==> src/rtl/twiddle_addr_gen.sv <==
// Twiddle-factor ROM address generator for one SDF FFT/IFFT stage.
// Emits (cnt << stride) mod NFFT per enabled cycle, optionally negated for the inverse transform.
module twiddle_addr_gen #(
   parameter int NFFT = 64,
   parameter int AW   = $clog2(NFFT),
   parameter int SW   = 4
) (
   input  logic          clk,
   input  logic          rst,
   input  logic          start,
   input  logic          en,
   input  logic          cont,
   input  logic          inverse,
   input  logic [SW-1:0] stride_log2,
   output logic [AW-1:0] addr,
   output logic          addr_valid,
   output logic          frame_last,
   output logic          busy
);

   typedef enum logic {
      IDLE,
      RUN
   } state_t;

   localparam logic [AW-1:0] CNT_LAST = AW'(NFFT - 1);

   state_t        state;
   logic [AW-1:0] cnt;
   logic [SW-1:0] cfg_stride;
   logic          cfg_inv;

   // Shifting within AW bits is the mod-NFFT reduction; strides >= AW shift everything out.
   // Negation in AW bits gives (NFFT - f) mod NFFT, so f = 0 stays 0.
   function automatic logic [AW-1:0] twiddle_addr(input logic [AW-1:0] c,
                                                  input logic [SW-1:0] s,
                                                  input logic          inv);
      logic [AW-1:0] f;
      f = c << s;
      return inv ? (~f + AW'(1)) : f;
   endfunction

   wire at_frame_end = (cnt == CNT_LAST);

   // NOTE: all state uses non-blocking assignments so every register samples pre-edge values;
   // the async reset branch clears every register, since nothing here is a memory array.
   always_ff @(posedge clk or negedge rst) begin
      if (!rst) begin
         state      <= IDLE;
         cnt        <= '0;
         cfg_stride <= '0;
         cfg_inv    <= 1'b0;
         addr       <= '0;
         addr_valid <= 1'b0;
         frame_last <= 1'b0;
         busy       <= 1'b0;
      end else begin
         case (state)
            IDLE: begin
               addr_valid <= 1'b0;
               frame_last <= 1'b0;
               busy       <= 1'b0;
               if (start && en) begin
                  cfg_stride <= stride_log2;
                  cfg_inv    <= inverse;
                  addr       <= '0;
                  addr_valid <= 1'b1;
                  cnt        <= AW'(1);
                  busy       <= 1'b1;
                  state      <= RUN;
               end
            end
            RUN: begin
               if (en) begin
                  addr       <= twiddle_addr(cnt, cfg_stride, cfg_inv);
                  addr_valid <= 1'b1;
                  frame_last <= at_frame_end;
                  cnt        <= cnt + AW'(1);
                  // The final address still uses the old cfg; the new one applies from address 0.
                  if (at_frame_end) begin
                     if (cont || start) begin
                        cfg_stride <= stride_log2;
                        cfg_inv    <= inverse;
                     end else begin
                        state <= IDLE;
                     end
                  end
               end else begin
                  addr_valid <= 1'b0;
               end
            end
            default: state <= IDLE;
         endcase
      end
   end

endmodule

==> config.mk <==
export PLATFORM = sky130hd
export DESIGN_NAME = twiddle_addr_gen
export DESIGN_NICKNAME = d
export VERILOG_FILES = /design/src/rtl/twiddle_addr_gen.sv
export SDC_FILE = /design/constraint.sdc
export NUM_CORES = 1
export LEC_CHECK = 0
export ABC_CLOCK_PERIOD_IN_PS = 2300
export CORE_MARGIN = 5
export CORE_UTILIZATION = 53
export CTS_CLUSTER_DIAMETER = 50
export DETAILED_ROUTE_END_ITERATION = 16
export GPL_TIMING_DRIVEN = 0
export PLACE_DENSITY_LB_ADDON = 0.12
export SLEW_MARGIN = 20
export SYNTH_ARGS = -nofsm -noshare
export SYNTH_HDL_FRONTEND = slang
export SYNTH_SLANG_ARGS = --single-unit
==> constraint.sdc <==
create_clock -name clk -period 2.3 [get_ports clk]
set_clock_uncertainty 0.15 [all_clocks]
set_input_delay 0.575 -clock clk [delete_from_list [all_inputs] [get_ports clk]]
set_output_delay 0.575 -clock clk [all_outputs]
set_load 0.01 [all_outputs]
**Word level (Yosys, flattened, before mapping)**

Cells that the tools add are included.

- Add/sub/neg operators: 2
- Equal/unequal tests: 5
- Shift operators: 1
- Mux-type cells: 26
- Bitwise logic cells: 2
- Reduce and logical (&&, ||, !) cells: 4

Operator list:

| cell | count |
|---|---|
| 6-bit 2-to-1 mux | 5 |
| 6-bit case mux with 2 select lines | 2 |
| 4-bit 2-to-1 mux | 4 |
| 6-bit by 1-bit adder with 6-bit output, second input constant | 2 |
| 1-bit 2-to-1 mux | 10 |
| 1-bit case mux with 2 select lines | 4 |
| 4-bit case mux with 2 select lines | 1 |
| 6-bit == test, second input constant | 1 |
| 6-bit inverter | 1 |
| 6-bit by 4-bit << shifter with 6-bit output | 1 |
| 2-bit by 1-bit inequality test with 1-bit output, second input constant | 2 |
| 2-bit inequality test, second input constant | 2 |
| 4-bit AND reduction | 1 |
| 2-bit AND reduction | 1 |
| 1-bit logical AND | 1 |
| 1-bit logical OR | 1 |
| 1-bit inverter | 1 |

- Flip-flop bits (word level): 21
- Input port bits: 10

**Longest topological paths before layout**

Gate-level depths: netlist of the first run.

- Depth in word-level cells: 6
- Depth in mapped cells: 9
- Gate-level depth less buffers: 7

**Worst setup path before layout of the first run**

OpenSTA, ideal clock, no wires.

- Path type: flip-flop to flip-flop
- Start: register cfg_stride[1]
- End: register addr[4]
- Setup time: 131 ps
- Data arrival time: 1651 ps
- Data required time: 2019 ps
- Setup slack: 368 ps
- Stages on the path, launching flop included: 8
- Period minus slack after synthesis: 1932 ps
- Cells stage by stage: dfrtp_1 > buf_2 > or4_4 > ha_1 > inv_1 > o221ai_1 > xnor2_1 > o21ai_1

- Longest elaborated chain between the ends: 6

RTL lines:

| item | RTL line | text |
|---|---|---|
| from (decl) | 30 | `logic [SW-1:0] cfg_stride;` |
| from (signal assigned) | 64 | `cfg_stride <= stride_log2;` |
| from (signal assigned) | 82 | `cfg_stride <= stride_log2;` |
| 6-bit by 4-bit << shifter with 6-bit output (*) | 39 | `f = c << s;` |
| 6-bit inverter | 40 | `return inv ? (~f + AW'(1)) : f;` |
| 6-bit by 1-bit adder with 6-bit output | 40 |  |
| 6-bit 2-to-1 mux (*) | 40 |  |
| 6-bit 2-to-1 mux (*) | 74 | `if (en) begin` |
| 6-bit case mux with 2 select lines (*) | 58 | `case (state)` |
| to (signal assigned) | 75 | `addr <= twiddle_addr(cnt, cfg_stride, cfg_inv);` |
| to (decl) | 15 | `output logic [AW-1:0] addr,` |

Every way passes the cells marked *; elsewhere a longest branch is shown, timed or not. The select of a mux whose other input is x is not followed.
A chain may end at the register's enable or synchronous reset.

**Worst setup path after layout of the first run**

- Start: register cnt[0]
- End: register addr[4]

- Longest elaborated chain between the ends: 6

RTL lines:

| item | RTL line | text |
|---|---|---|
| from (decl) | 29 | `logic [AW-1:0] cnt;` |
| from (signal assigned) | 78 | `cnt <= cnt + AW'(1);` |
| 6-bit by 4-bit << shifter with 6-bit output (*) | 39 |  |
| 6-bit inverter | 40 |  |
| 6-bit by 1-bit adder with 6-bit output | 40 |  |
| 6-bit 2-to-1 mux (*) | 40 |  |
| 6-bit 2-to-1 mux (*) | 74 |  |
| 6-bit case mux with 2 select lines (*) | 58 |  |

Marked as above.

==> impl_metrics.xml, run 1 <==
<?xml version="1.0" encoding="UTF-8"?>
<metrics>
  <group name="die">
    <metric name="die_width" unit="um">59.05</metric>
    <metric name="dieArea" unit="sq um">3486</metric>
    <metric name="height_of_the_die" unit="um">59.05</metric>
    <metric name="initial_cell_density_of_the_core" unit="">0.5655</metric>
    <metric name="rows" unit="">17</metric>
    <metric name="boundaryPins" unit="">19</metric>
    <metric name="core_area" unit="sq um">2255</metric>
  </group>
  <group name="run">
    <metric name="max_cap_violations" unit="">0</metric>
  </group>
  <group name="logic_synthesis">
    <metric name="synth_ff_type" unit="">dfrtp_1</metric>
    <metric name="synth_edf_count" unit="">0</metric>
    <metric name="ys_types" unit="">37</metric>
    <metric name="synth-async-reset-ratio" unit="">1.000</metric>
    <metric name="postSynthCellCount" unit="">131</metric>
    <metric name="yosys_warnings" unit="">0</metric>
    <metric name="synth_nets" unit="">143</metric>
    <metric name="mappedNetlistArea" unit="sq um">1275</metric>
    <metric name="yosysSeqAreaShare" unit="">0.4122</metric>
    <metric name="synth_area_per_cell" unit="sq um">9.733</metric>
    <metric name="synth_seq_cells" unit="">21</metric>
  </group>
  <group name="clocking">
    <metric name="tritoncts_clock_tree" unit="">yes</metric>
    <metric name="ctsLongestPathBuffers" unit="">2</metric>
    <metric name="worst_skew_pair.late_latency" unit="ns">0.32</metric>
    <metric name="clock-root-buffer" unit="">clkbuf_4</metric>
    <metric name="clock_edge_transition_at_the_registers_on_the_reported_setup_and_hold_paths" unit="ns">0.12</metric>
    <metric name="cts_inserted_buffers" unit="">3</metric>
    <metric name="cts.hold.buffers_added" unit="">0</metric>
    <metric name="post_cts_resize_count" unit="">0</metric>
    <metric name="cts.htree.levels" unit="">1</metric>
    <metric name="cts_sinks" unit="">21</metric>
    <metric name="post-cts-setup-buffers" unit="">0</metric>
  </group>
  <group name="place">
    <metric name="io_buffer_count" unit="">18</metric>
    <metric name="detailedPlacementHpwl" unit="um">1890</metric>
    <metric name="post-place-ws" unit="ns">-0.005254</metric>
    <metric name="routabilityCongestion" unit="">0.9481</metric>
  </group>
  <group name="critical_path">
    <metric name="critical_path_depth" unit="">8</metric>
    <metric name="worstReg2RegStart" unit="">cnt[0]</metric>
    <metric name="cp-end-kind" unit="">flip-flop</metric>
    <metric name="r2r_slack" unit="ns">0.27</metric>
    <metric name="timing.reg2reg.worst_path_depth" unit="">8</metric>
    <metric name="critical_path_data_required_time" unit="ns">2.35</metric>
    <metric name="critical_path.cell_chain" unit="">buf_2 &gt; mux2i_1 &gt; or4_4 &gt; ha_1 &gt; inv_1 &gt; o221ai_1 &gt; xnor2_1 &gt; o21ai_1</metric>
    <metric name="timing.rr.end" unit="">addr[4]</metric>
    <metric name="worst_ep_arrival_time" unit="ns">2.08</metric>
    <metric name="startpoint" unit="">cnt[0]</metric>
    <metric name="kind_of_cell_adding_the_most_delay_to_the_critical_path" unit="">simple AND/OR/NAND/NOR gates</metric>
    <metric name="slowest_stage" unit="">or4_4</metric>
    <metric name="critPathBufInv" unit="">2</metric>
    <metric name="worst_setup_path_endpoint" unit="">addr[4]</metric>
    <metric name="maximum_fanout_along_the_worst_path" unit="">9</metric>
    <metric name="worstSetupStartpointType" unit="">flip-flop</metric>
    <metric name="slowest_delay" unit="ns">0.43</metric>
    <metric name="path_class" unit="">flip-flop to flip-flop</metric>
  </group>
  <group name="layout">
    <metric name="num_antenna_cells" unit="">0</metric>
    <metric name="commonest_cells_after_routing_fill_and_taps_aside" unit="">21 x dfrtp_1, 17 x nand2_1, 17 x clkdlybuf4s50_1</metric>
    <metric name="area_growth" unit="%">18.55</metric>
    <metric name="final_layout_size_suffix_gt1_frac" unit="">0.1503</metric>
    <metric name="layout.cells.most_common" unit="">dfrtp_1</metric>
    <metric name="nNetsFinal" unit="">166</metric>
  </group>
  <group name="global_route">
    <metric name="first_global_vias" unit="">943</metric>
    <metric name="antenna_violations_before_repair" unit="">0</metric>
    <metric name="globalRoute.totalOverflow" unit="">0</metric>
    <metric name="grt_first_pass_wirelength" unit="um">4512</metric>
    <metric name="globalRouteTotalUtil" unit="">0.1717</metric>
    <metric name="grt_start_max_net_pins" unit="">22</metric>
  </group>
  <group name="timing">
    <metric name="report.final.setup_viol" unit="">0</metric>
    <metric name="grt_setup_unrepaired" unit="">false</metric>
    <metric name="timing.final.ws_setup" unit="ns">0.2711</metric>
    <metric name="worstMarginPinSlew" unit="ns">0.4870</metric>
    <metric name="finalCritPeriodShare" unit="">0.8821</metric>
    <metric name="slew_headroom" unit="">0.6669</metric>
    <metric name="hold_viol" unit="">0</metric>
    <metric name="fmax" unit="MHz">492.9</metric>
    <metric name="maxSlewViolCount" unit="">0</metric>
    <metric name="period_needed" unit="ns">2.029</metric>
  </group>
  <group name="routing">
    <metric name="drc" unit="">0</metric>
    <metric name="totalWireLength" unit="um">2620</metric>
    <metric name="drt-initial-drc-count" unit="">21</metric>
    <metric name="routed_via_density" unit="">5.735</metric>
    <metric name="route.detailed.wl_per_inst" unit="um">14.48</metric>
    <metric name="num_vias" unit="">1038</metric>
    <metric name="drt-pass1-iter-count" unit="">4</metric>
    <metric name="detail-route-antenna-nets" unit="">0</metric>
  </group>
  <group name="status">
    <metric name="result_of_the_run" unit="">finished clean</metric>
  </group>
  <group name="worst_hold_path">
    <metric name="timing.hold.worst.class" unit="">input port to asynchronous set/reset pin</metric>
  </group>
  <group name="power_and_ir_drop">
    <metric name="static_leakage_power" unit="nW">0.6716</metric>
    <metric name="power" unit="mW">1.426</metric>
    <metric name="pwr_cell_area" unit="nW/um^2">943.7</metric>
    <metric name="peakVddDrop" unit="mV">0.4954</metric>
  </group>
</metrics>
[synth_stat cells, types with 2 or more instances]
| cell | n | share of area |
|---|---|---|
| dfrtp_1 | 21 | 0.41 |
| nand2_1 | 17 | 0.050 |
| mux2i_1 | 12 | 0.094 |
| o21ai_0 | 12 | 0.047 |
| nor2_1 | 8 | 0.024 |
| buf_2 | 5 | 0.020 |
| mux2_4 | 5 | 0.059 |
| a21oi_1 | 4 | 0.016 |
| nand2b_1 | 4 | 0.020 |
| buf_6 | 3 | 0.026 |
| inv_1 | 3 | 0.0088 |
| nor3_1 | 3 | 0.012 |
| xnor2_1 | 3 | 0.021 |
| a22o_1 | 2 | 0.014 |
| clkbuf_1 | 2 | 0.0059 |
| ha_1 | 2 | 0.020 |
| nand3_1 | 2 | 0.0079 |
| nor4_1 | 2 | 0.0098 |
| o21ai_1 | 2 | 0.0079 |
| o31ai_1 | 2 | 0.012 |
[cell type report]
cell class / count / area, sq um
Multi-Input combinational cell: 96 / 664.4
Tap cell: 28 / 35.03
Timing Repair Buffer: 18 / 175.2
Buffer: 11 / 73.82
Inverter: 3 / 11.26
Sequential cell: 21 / 525.5
Fill cell: 187 / 743.2
Clock buffer: 4 / 26.28
[sequential cells by signal, indices dropped and copies added (netlist names)]
register / cells
state: 1
frame_last: 1
cfg_inv: 1
cfg_stride: 4
busy: 1
cnt: 6
addr: 6
addr_valid: 1
[report_power, final]
group	internal, mW	leakage (nW)	switching [mW]
clock network	0.0679	0.0150	0.118
registers	0.466	0.263	0.0871
logic	0.349	0.393	0.339
total	0.882	0.672	0.544
[worst min-delay path by stage]
stage / to / slack [ns] / cells past startpoint
2_1_floorplan: addr[0] / 0.13 / 0
3_3_place_gp: addr[2] / 0.31 / 2
3_5_place_dp: addr[3] / 0.31 / 2
4_1_cts: addr[3] / 0.35 / 2
5_1_grt: cnt[1] / 0.08 / 1
6_report: addr[0] / 0.04 / 1
[routing by layer]
layer | share of wire | up-vias | global-route usage
met1 | 0.47 | 495 | 0.2388
met5 | 0 | - | 0
met3 | 0.059 | 5 | 0.03486
met4 | 0.021 | 0 | 0.09061
met2 | 0.45 | 33 | 0.2492
li1 | - | 505 | -
[stage by stage]
| step | TNS (ns) | hold slack (ns) | instance area, sq um | util | std cells |
|---|---|---|---|---|---|
| after global routing | 0 | 0.08021 | 1511 | 0.6704 | 181 |
| after floorplan | 0 | 0.1294 | 1275 | - | 131 |
| final | 0 | 0.04105 | 1511 | 0.6704 | 181 |
| after detailed placement | -0.005254 | 0.3134 | 1490 | 0.6609 | 177 |
| after CTS | 0 | 0.3464 | 1516 | 0.6726 | 181 |
| after global placement | 0 | 0.3110 | 1490 | 0.6609 | 177 |
[cells by family (layout without fill, tap and decap cells)]
family / Yosys count / after routing / synth area share
buffers and inverters: 14 / 36 / 0.06673
flip-flops: 21 / 21 / 0.4122
multiplexers: 17 / 17 / 0.1531
AO/OA/AOI/OAI: 30 / 30 / 0.1482
XOR/XNOR: 4 / 4 / 0.02748
AND/OR/NAND/NOR: 43 / 43 / 0.1727
adder cells (fa/ha/maj): 2 / 2 / 0.01962
(Power assumes the default switching activity.)
==> inputs of run 2 (changes only) <==
--- a/config.mk
+++ b/config.mk
@@ -8,7 +8,7 @@
 export ABC_CLOCK_PERIOD_IN_PS = 2300
 export CORE_MARGIN = 5
 export CORE_UTILIZATION = 53
-export CTS_CLUSTER_DIAMETER = 50
+export CTS_CLUSTER_SIZE = 30
 export DETAILED_ROUTE_END_ITERATION = 16
 export GPL_TIMING_DRIVEN = 0
 export PLACE_DENSITY_LB_ADDON = 0.12
==> results of run 2 <==
Same layout as run 1: the final DEF is identical, and so are final timing and power.
